`config.mk`:
```
export PLATFORM = sky130hd
export DESIGN_NAME = adc_scan_sequencer
export DESIGN_NICKNAME = d
export VERILOG_FILES = /design/src/rtl/adc_pkg.sv /design/src/rtl/adc_next_ch.sv /design/src/rtl/adc_scan_sequencer.sv
export SDC_FILE = /design/constraint.sdc
export NUM_CORES = 1
export LEC_CHECK = 0
export CAP_MARGIN = 5
export CORE_MARGIN = 1.5
export CORE_UTILIZATION = 45
export CTS_CLUSTER_DIAMETER = 30
export DETAILED_ROUTE_END_ITERATION = 10
export GPL_TIMING_DRIVEN = 0
export PLACE_DENSITY_LB_ADDON = 0.05
export SLEW_MARGIN = 20
export SYNTH_ARGS = -nofsm -noshare
export SYNTH_HDL_FRONTEND = slang
export SYNTH_HIERARCHICAL = 1
export SYNTH_SLANG_ARGS = --single-unit
```
`constraint.sdc`:
```
create_clock -name clk -period 2.5 [get_ports clk]
set_input_delay 0.5 -clock clk [delete_from_list [all_inputs] [get_ports clk]]
set_output_delay 0.5 -clock clk [all_outputs]
set_load 0.05 [all_outputs]
```
`src/rtl/adc_pkg.sv`:
```
// Shared constants and FSM state type for the ADC scan sequencer.
// The ADC_SCAN_AVG_EN build option uses AVG_SAMPLES.
package adc_pkg;

  localparam int unsigned NUM_CH      = 8;
  localparam int unsigned DATA_W      = 12;
  localparam int unsigned CH_W        = 3;
  localparam int unsigned AVG_SAMPLES = 4;

  typedef enum logic [2:0] {
    StIdle,
    StStart,
    StGuard,
    StWait,
    StStore,
    StGap
  } adc_state_e;

endpackage

```
`src/rtl/adc_next_ch.sv`:
```
// Channel picker: next set channel above cur_ch_i, a wrap flag when none is
// higher, and the lowest set channel of mask_i.
module adc_next_ch
  import adc_pkg::*;
(
  input  logic [NUM_CH-1:0] mask_i,
  input  logic [CH_W-1:0]   cur_ch_i,
  output logic [CH_W-1:0]   next_ch_o,
  output logic              wrap_o,
  output logic [CH_W-1:0]   low_ch_o
);

  always_comb begin
    next_ch_o = '0;
    wrap_o    = 1'b1;
    low_ch_o  = '0;
    // Descending scans so the last match left standing is the lowest one.
    for (int i = NUM_CH - 1; i >= 0; i--) begin
      if (mask_i[i]) begin
        low_ch_o = CH_W'(i);
      end
    end
    for (int i = NUM_CH - 1; i >= 0; i--) begin
      if (mask_i[i] && (CH_W'(i) > cur_ch_i)) begin
        next_ch_o = CH_W'(i);
        wrap_o    = 1'b0;
      end
    end
  end

endmodule

```
`src/rtl/adc_scan_sequencer.sv`:
```
// Round-robin LTC2308 scan sequencer with result bank, gap and timeout.
// Define ADC_SCAN_AVG_EN to average AVG_SAMPLES conversions per channel.
module adc_scan_sequencer
  import adc_pkg::*;
#(
  parameter int unsigned GAP_CYCLES     = 16,
  parameter int unsigned TIMEOUT_CYCLES = 1024
) (
  input  logic                     clk,
  input  logic                     reset_n,
  input  logic                     enable,
  input  logic [NUM_CH-1:0]        ch_mask,
  input  logic                     clr_err,
  output logic                     measure_start,
  output logic [CH_W-1:0]          measure_ch,
  input  logic                     measure_done,
  input  logic [DATA_W-1:0]        measured_data,
  output logic [NUM_CH*DATA_W-1:0] result,
  output logic [NUM_CH-1:0]        result_valid,
  output logic                     sample_valid,
  output logic [CH_W-1:0]          sample_ch,
  output logic                     scan_done,
  output logic                     timeout_err,
  output logic                     busy
);

  localparam int unsigned CntMax = (TIMEOUT_CYCLES > GAP_CYCLES) ? TIMEOUT_CYCLES : GAP_CYCLES;
  localparam int unsigned CntW   = $clog2(CntMax + 1);

  adc_state_e               state_q, state_d;
  logic [CntW-1:0]          cnt_q, cnt_d;
  logic [CH_W-1:0]          cur_ch_q, cur_ch_d;
  logic [NUM_CH-1:0]        scan_mask_q, scan_mask_d;
  logic [NUM_CH*DATA_W-1:0] result_q, result_d;
  logic [NUM_CH-1:0]        result_valid_q, result_valid_d;
  logic                     sample_valid_q, sample_valid_d;
  logic [CH_W-1:0]          sample_ch_q, sample_ch_d;
  logic                     scan_done_q, scan_done_d;
  logic                     timeout_err_q, timeout_err_d;
  logic                     measure_start_q, measure_start_d;
  logic                     wrap_pending_q, wrap_pending_d;

  logic [NUM_CH-1:0] mask_sel;
  logic [CH_W-1:0]   next_ch, low_ch;
  logic              wrap;
  logic              wr, adv;
  logic [DATA_W-1:0] wdata;

`ifdef ADC_SCAN_AVG_EN
  localparam int unsigned RepW = $clog2(AVG_SAMPLES);
  localparam int unsigned SumW = DATA_W + RepW;
  logic [RepW-1:0] rep_q, rep_d;
  logic [SumW-1:0] sum_q, sum_d, sum_add;
  assign sum_add = sum_q + SumW'(measured_data);
`endif

  // At scan boundaries the picker looks at the live mask so the restart channel
  // comes from the freshly latched value.
  assign mask_sel = ((state_q == StIdle) || ((state_q == StGap) && wrap_pending_q)) ?
                    ch_mask : scan_mask_q;

  adc_next_ch u_next_ch (
    .mask_i    (mask_sel),
    .cur_ch_i  (cur_ch_q),
    .next_ch_o (next_ch),
    .wrap_o    (wrap),
    .low_ch_o  (low_ch)
  );

  always_comb begin
    state_d        = state_q;
    cnt_d          = cnt_q + CntW'(1);
    cur_ch_d       = cur_ch_q;
    scan_mask_d    = scan_mask_q;
    result_d       = result_q;
    result_valid_d = result_valid_q;
    sample_valid_d = 1'b0;
    sample_ch_d    = sample_ch_q;
    scan_done_d    = 1'b0;
    timeout_err_d  = clr_err ? 1'b0 : timeout_err_q;
    wrap_pending_d = wrap_pending_q;
    wr             = 1'b0;
    wdata          = measured_data;
    adv            = 1'b1;
`ifdef ADC_SCAN_AVG_EN
    rep_d          = rep_q;
    sum_d          = sum_q;
    adv            = (rep_q == '0);
`endif

    unique case (state_q)
      StIdle: begin
        cnt_d = '0;
        if (enable && (ch_mask != '0)) begin
          scan_mask_d = ch_mask;
          cur_ch_d    = low_ch;
          state_d     = StStart;
        end
      end
      StStart: begin
        cnt_d   = '0;
        state_d = StGuard;
      end
      StGuard: begin
        if (cnt_q == CntW'(1)) begin
          cnt_d   = '0;
          state_d = StWait;
        end
      end
      StWait: begin
        if (measure_done) begin
          state_d = StStore;
        end else if (cnt_q == CntW'(TIMEOUT_CYCLES - 1)) begin
          timeout_err_d  = 1'b1;
          scan_done_d    = wrap;
          wrap_pending_d = wrap;
          cnt_d          = '0;
          state_d        = StGap;
`ifdef ADC_SCAN_AVG_EN
          rep_d          = '0;
          sum_d          = '0;
`endif
        end
      end
      StStore: begin
        cnt_d   = '0;
        state_d = StGap;
`ifdef ADC_SCAN_AVG_EN
        if (rep_q == RepW'(AVG_SAMPLES - 1)) begin
          wr    = 1'b1;
          wdata = sum_add[SumW-1:RepW];
          rep_d = '0;
          sum_d = '0;
        end else begin
          rep_d = rep_q + RepW'(1);
          sum_d = sum_add;
        end
`else
        wr = 1'b1;
`endif
        if (wr) begin
          sample_valid_d = 1'b1;
          sample_ch_d    = cur_ch_q;
          scan_done_d    = wrap;
          wrap_pending_d = wrap;
        end
      end
      StGap: begin
        if (!enable) begin
          cnt_d          = '0;
          wrap_pending_d = 1'b0;
          state_d        = StIdle;
`ifdef ADC_SCAN_AVG_EN
          rep_d          = '0;
          sum_d          = '0;
`endif
        end else if (cnt_q == CntW'(GAP_CYCLES - 1)) begin
          cnt_d          = '0;
          wrap_pending_d = 1'b0;
          state_d        = StStart;
          if (adv) begin
            if (wrap_pending_q) begin
              scan_mask_d = ch_mask;
              if (ch_mask == '0) begin
                state_d = StIdle;
              end else begin
                cur_ch_d = low_ch;
              end
            end else begin
              cur_ch_d = next_ch;
            end
          end
        end
      end
      default: state_d = StIdle;
    endcase

    if (wr) begin
      for (int i = 0; i < NUM_CH; i++) begin
        if (CH_W'(i) == cur_ch_q) begin
          result_d[i*DATA_W +: DATA_W] = wdata;
          result_valid_d[i]            = 1'b1;
        end
      end
    end

    measure_start_d = (state_d == StStart);
  end

  always_ff @(posedge clk or negedge reset_n) begin
    if (!reset_n) begin
      state_q         <= StIdle;
      cnt_q           <= '0;
      cur_ch_q        <= '0;
      scan_mask_q     <= '0;
      result_q        <= '0;
      result_valid_q  <= '0;
      sample_valid_q  <= 1'b0;
      sample_ch_q     <= '0;
      scan_done_q     <= 1'b0;
      timeout_err_q   <= 1'b0;
      measure_start_q <= 1'b0;
      wrap_pending_q  <= 1'b0;
`ifdef ADC_SCAN_AVG_EN
      rep_q           <= '0;
      sum_q           <= '0;
`endif
    end else begin
      state_q         <= state_d;
      cnt_q           <= cnt_d;
      cur_ch_q        <= cur_ch_d;
      scan_mask_q     <= scan_mask_d;
      result_q        <= result_d;
      result_valid_q  <= result_valid_d;
      sample_valid_q  <= sample_valid_d;
      sample_ch_q     <= sample_ch_d;
      scan_done_q     <= scan_done_d;
      timeout_err_q   <= timeout_err_d;
      measure_start_q <= measure_start_d;
      wrap_pending_q  <= wrap_pending_d;
`ifdef ADC_SCAN_AVG_EN
      rep_q           <= rep_d;
      sum_q           <= sum_d;
`endif
    end
  end

  assign measure_start = measure_start_q;
  assign measure_ch    = cur_ch_q;
  assign result        = result_q;
  assign result_valid  = result_valid_q;
  assign sample_valid  = sample_valid_q;
  assign sample_ch     = sample_ch_q;
  assign scan_done     = scan_done_q;
  assign timeout_err   = timeout_err_q;
  assign busy          = (state_q != StIdle);

endmodule

```
Word-level counts from Yosys, hierarchy flattened
Cells that the tools add are included.
- add/subtract/negate cells: 1
- $lt $le $gt $ge: 8
- muxes and demuxes: 64
- reductions and logical operators: 30
- eq/ne operators: 24
- operators with widths (operator ; number):
    3-bit two-way mux ; 27
    11-bit two-way mux ; 5
    11-bit case mux with 4 select lines ; 1
    8-bit two-way mux ; 5
    1-bit two-way mux ; 21
    3-bit case mux with 6 select lines ; 1
    8-bit case mux with 2 select lines ; 1
    2-bit AND reduction ; 8
    3-bit == test, first input constant ; 4
    3-bit greater-than comparator, first input constant ; 4
    11-bit by 1-bit adder with 11-bit output, second input constant ; 1
    11-bit by 1-bit == test with 1-bit output, second input constant ; 1
    11-bit by 10-bit == test with 1-bit output, second input constant ; 1
    11-bit by 4-bit == test with 1-bit output, second input constant ; 1
    1-bit logical AND ; 10
    5-bit AND reduction ; 2
    8-bit zero test ; 1
    2-bit != test, second input constant ; 4
    8-bit nonzero test ; 1
    2-bit by 3-bit == test with 1-bit output, first input constant ; 2
    3-bit by 1-bit == test with 1-bit output, second input constant ; 2
    3-bit by 2-bit == test with 1-bit output, second input constant ; 2
    3-bit == test, second input constant ; 2
    1-bit by 3-bit greater-than comparator with 1-bit output, first input constant ; 2
    other kinds (14) ; 18
- output and inout bits: 115
- register bits after elaboration: 137
- logic and storage cells: 153

Longest topological paths before layout
- depth after elaboration: 17
- mapped depth: 10
- gate-level depth less buffers: 10

Modules after synthesis
The synthesis kept the hierarchy.
- by module, submodules not included (module ; cells each ; instances ; area an instance (um^2) ; sequential area each (um^2)):
    adc_scan_sequencer ; 381 ; 1 ; 5514.0 ; 3428.3
    adc_next_ch ; 41 ; 1 ; 262.8 ; 0.0

Least setup slack after synthesis
No wires, ideal clock.
- path type: register to register
- from: register state_q[2]
- to: register cur_ch_q[0] (netlist: measure_ch[0])
- slack: -0.440 ns
- period minus slack after synthesis: 2.940 ns
- cell stages (with the launch flop): 11
- arrival time: 2.814 ns
- buffers on the path: 1
- library setup time: 0.125 ns
- cells stage by stage: dfrtp_1 > or3_1 > clkbuf_1 > nand2_1 > mux2_2 > nand2b_1 > a21oi_1 > o32ai_1 > a32oi_1 > mux2_2 > mux2_4
- word-level cells in the longest chain between the ends: 17
- elaborated cells between the ends (all ways): 41
- classes of those cells: eq/ne: 5; mux: 23; reduce/logical: 13
- RTL lines (element ; RTL line ; source):
    start: declaration ; adc_scan_sequencer.sv:30 ; adc_state_e state_q, state_d;
    start signal: assignment ; adc_scan_sequencer.sv:192 ; state_q <= StIdle;
    start signal: assignment ; adc_scan_sequencer.sv:209 ; state_q <= state_d;
    3-bit == test ; adc_scan_sequencer.sv:59 ; assign mask_sel = ((state_q == StIdle) || ((state_q == StGap) && wrap_pending_q)) ?
    1-bit logical AND ; adc_scan_sequencer.sv:59 ;
    1-bit logical OR * ; adc_scan_sequencer.sv:59 ;
    8-bit two-way mux * ; adc_scan_sequencer.sv:59 ;
    via mask_sel[7] ; adc_scan_sequencer.sv:43 ; logic [NUM_CH-1:0] mask_sel;
    1-bit logical AND * ; adc_next_ch.sv:24 ; if (mask_i[i] && (CH_W'(i) > cur_ch_i)) begin
    3-bit two-way mux * (8 in a row) ; adc_next_ch.sv:24 ;
    via next_ch[0] ; adc_scan_sequencer.sv:44 ; logic [CH_W-1:0] next_ch, low_ch;
    3-bit two-way mux * ; adc_scan_sequencer.sv:162 ; if (wrap_pending_q) begin
    3-bit two-way mux * ; adc_scan_sequencer.sv:157 ; end else if (cnt_q == CntW'(GAP_CYCLES - 1)) begin
    3-bit two-way mux * ; adc_scan_sequencer.sv:149 ; if (!enable) begin
    3-bit case mux with 2 select lines * ; adc_scan_sequencer.sv:91 ; unique case (state_q)
    end signal: assignment ; adc_scan_sequencer.sv:211 ; cur_ch_q <= cur_ch_d;
    end: declaration ; adc_scan_sequencer.sv:32 ; logic [CH_W-1:0] cur_ch_q, cur_ch_d;
Mark *: on every way through the listed nets, which the timed path passes. The rest lies on a longest branch. The select of a mux whose other input is x is not followed.
A chain may end at the register's enable or synchronous reset.

Final worst setup path
- from: register state_q[1]
- to: register cur_ch_q[0] (netlist: measure_ch[0])
The elaborated chain is that of the path after synthesis.

==> results.json <==
{
  "cp-start-kind": "flop",
  "crit_fanout": 8,
  "crit_type": "reg2reg",
  "grt_max_degree": 96,
  "cts.clk_slew.worst_paths_ps": 60,
  "mostFrequentLayoutCells": "dfrtp_1, clkdlybuf4s50_1, mux2_2, nor2_1, clkbuf_16",
  "placementRows": 41,
  "synth_seq_cells": 137,
  "period_minus_slack_ps": 2553,
  "ff_latch_area_sq_um": 3430,
  "grt_pass1_vias": 3981,
  "hp-class": "reg2reg",
  "gp_congestion": 0.8198,
  "max_slew_margin_pct": 49.89,
  "antenna_left": 0,
  "drc": 0,
  "vias": 3963,
  "vias_per_cell": 5.140,
  "htreeDepth": 4,
  "synth_nets": 449,
  "portBuffers": 139,
  "start_util_pct": 45.96,
  "postLayoutCellArea_sq_um": 8152,
  "drive_gt1_share_pct": 31.22,
  "utilization_pct": 64.86,
  "ys_types": 51,
  "cts.path.max_buffers": 2,
  "worst_slew_pin_slew_ps": 751.7,
  "grt_pass1_wl_microns": 21070,
  "syn_inst": 422,
  "crit_buf_inv": 0,
  "fillCellCount": 1009,
  "multiInputGateArea_sq_um": 2344,
  "cpLargestDelayFamily": "multiplexers",
  "critPathCaptureType": "flop",
  "status": "finished, violations left",
  "fin_cells": 771,
  "place_inst": 734,
  "worstPathCellList": "or3_4 -> nand2_8 -> mux2_4 -> nand3_2 -> a21oi_2 -> o32ai_2 -> a32oi_1 -> mux2_4 -> mux2_4",
  "cts_buffers": 17,
  "crit_top_cell": "mux2_4",
  "die_h_microns": 116.3,
  "area_growth_syn_to_layout_pct": 41.11,
  "seqPwrFrac_pct": 29.1,
  "p_int_mw": 6.744,
  "p_comb_share_pct": 49.6,
  "fin_crit_sh_pct": 102.1,
  "slew_viol_final": 0,
  "rsz0062_at_grt": "true",
  "totalWireLength_microns": 13490,
  "violations": "setup timing",
  "required_ps": 2800,
  "cpPeakStageDelay_ps": 430,
  "cap_violations": 0,
  "synthArstFlopShare_pct": 100.0,
  "cts_tree": "done",
  "setup_viol": 2,
  "fp.dieW_microns": 116.3,
  "drt_iter0_drc": 135,
  "finalClockSkew_ps": 8.707,
  "hold_ws_ps": 464.5,
  "ys.flop_type": "dfrtp_1",
  "yosysWarnings": 6,
  "design.core.area_sq_um": 12570,
  "fin_ws_ps": -52.59,
  "worstPathArrival_ps": 2850,
  "fin_nets": 613,
  "ir_drop_mv": 0.9734,
  "synth_edf_count": 0,
  "total_power_mw": 11.64,
  "power_density_nw_per_um2": 1427,
  "max_clock_freq_mhz": 391.8,
  "hpwl_microns": 9100,
  "cts.sinks": 137,
  "wl_per_cell_microns": 17.50,
  "slowest_stage": "dfrtp_2",
  "avgSynthCellArea_sq_um": 13.69,
  "cts_root_buf": "clkbuf_16",
  "p_clk_share_pct": 21.3,
  "pre_cts_ws_ps": -176.8,
  "p_leak_nw": 3.573,
  "p_sw_mw": 4.892,
  "reg2reg_slack_ps": -50,
  "ios": 140,
  "dpl_cell_area_sq_um": 7450,
  "yosysSeqAreaShare_pct": 59.35,
  "antenna_found_initial": 0,
  "finalSetupTns_ps": -71.15,
  "syn_area_sq_um": 5777,
  "overflow": 0,
  "clk_latency_ps": 420,
  "p_sw_share_pct": 42.04,
  "antenna_cells": 0,
  "dr.pass1.iters": 4,
  "die_area_sq_um": 13530,
  "grt_usage_pct": 20.94,
  "hold_violations": 0
}
power by group through the flow:
stage / sequential [mW] / clock [mW] / combinational [mW]
floorplan: 5.52 / 0 / 1.64
global placement: 3.38 / 0 / 5.49
detailed placement: 3.42 / 0 / 5.54
CTS: 3.38 / 2.52 / 5.70
global route: 3.49 / 2.63 / 6.05
finish: 3.38 / 2.48 / 5.77
cells in the mapped netlist, types with 2 or more instances:
| master | n | area share [%] |
|---|---|---|
| nor2_1 | 25 | 1.6 |
| or2_2 | 2 | 0.22 |
| clkbuf_1 | 3 | 0.19 |
| or3_1 | 2 | 0.22 |
| nor2b_1 | 6 | 0.65 |
| ha_1 | 2 | 0.43 |
| a211oi_1 | 2 | 0.26 |
| inv_1 | 7 | 0.45 |
| nand2_1 | 17 | 1.1 |
| o21bai_1 | 3 | 0.39 |
| nand2b_1 | 12 | 1.3 |
| xor2_1 | 5 | 0.76 |
| o22ai_1 | 3 | 0.32 |
| mux2_4 | 3 | 0.78 |
| dfrtp_1 | 137 | 59 |
| a21oi_1 | 7 | 0.61 |
| nand4_1 | 2 | 0.22 |
| mux2_2 | 117 | 23 |
| nor4_1 | 2 | 0.22 |
| nor3_1 | 4 | 0.35 |
| and3_1 | 8 | 0.87 |
| o21ai_0 | 5 | 0.43 |
| buf_1 | 6 | 0.39 |
| buf_2 | 4 | 0.35 |
| a21o_1 | 3 | 0.39 |
| nand3_1 | 6 | 0.52 |
| xnor2_1 | 4 | 0.61 |
| or4_4 | 2 | 0.39 |
logic make-up (layout without fill, tap and decap cells):
| group | Yosys count | count (layout) | synth area share [%] |
|---|---|---|---|
| flops | 137 | 137 | 59.35 |
| mux | 121 | 121 | 23.78 |
| simple gates | 97 | 97 | 9.140 |
| compound gates | 34 | 34 | 4.224 |
| buf+inv | 22 | 199 | 1.711 |
| xor+xnor | 9 | 9 | 1.364 |
| fa+ha+maj | 2 | 2 | 0.4331 |
area by class of cell:
| type | instances | area share, % |
|---|---|---|
| sequential | 137 | 42.07 |
| multi-input combinational | 263 | 28.75 |
| timing repair buffer | 146 | 18.07 |
| clock buffer | 22 | 5.817 |
| tap | 172 | 2.640 |
| clock inverter | 10 | 1.427 |
| buffer | 14 | 0.9056 |
| inverter | 7 | 0.3223 |
metal layers:
| metal | track usage [%] | wire [microns] |
|---|---|---|
| met5 | 0 | 0 |
| met1 | 27.06 | 5986 |
| met3 | 8.511 | 1060 |
| met4 | 7.886 | 226 |
| met2 | 31.80 | 6217 |
sequential cells by signal (all words and copies together) (netlist names), 3 cells and up:
register	count
result	96
cnt_q	11
result_valid	8
scan_mask_q	8
measure_ch	3
sample_ch	3
state_q	3
path summary, 6_finish.rpt:
check | from | end | cells after the start
worst max-delay path | state_q[1]$_DFF_PN0_ | measure_ch[0]$_DFFE_PN0P_ | 9
worst min-delay path | result_valid[1]$_DFFE_PN0P_ | result_valid[1]$_DFFE_PN0P_ | 1
worst max register to register | state_q[1]$_DFF_PN0_ | measure_ch[0]$_DFFE_PN0P_ | 9
worst min register to register | result_valid[1]$_DFFE_PN0P_ | result_valid[1]$_DFFE_PN0P_ | 1
max in group asynchronous | reset_n | result[71]$_DFFE_PN0P_ | 3
min in group asynchronous | reset_n | scan_mask_q[4]$_DFFE_PN0P_ | 2
timing repair:
action / CTS / global route
pin swaps: 2 / 4
hold endpoints to repair: 42 / 0
endpoints found under the setup margin: 4 / 5
setup buffers: 4 / 1
hold buffers: 1 / 0
resized for setup: 10 / 10
worst reg2reg max path, delay by kind of cell, from the launching register on:
family	cells	cell delay, ps
muxes	3	870
and+or+nand+nor	3	660
AOI/OAI and AO/OA	3	490
DFF	1	430
(Power assumes the default switching activity.)
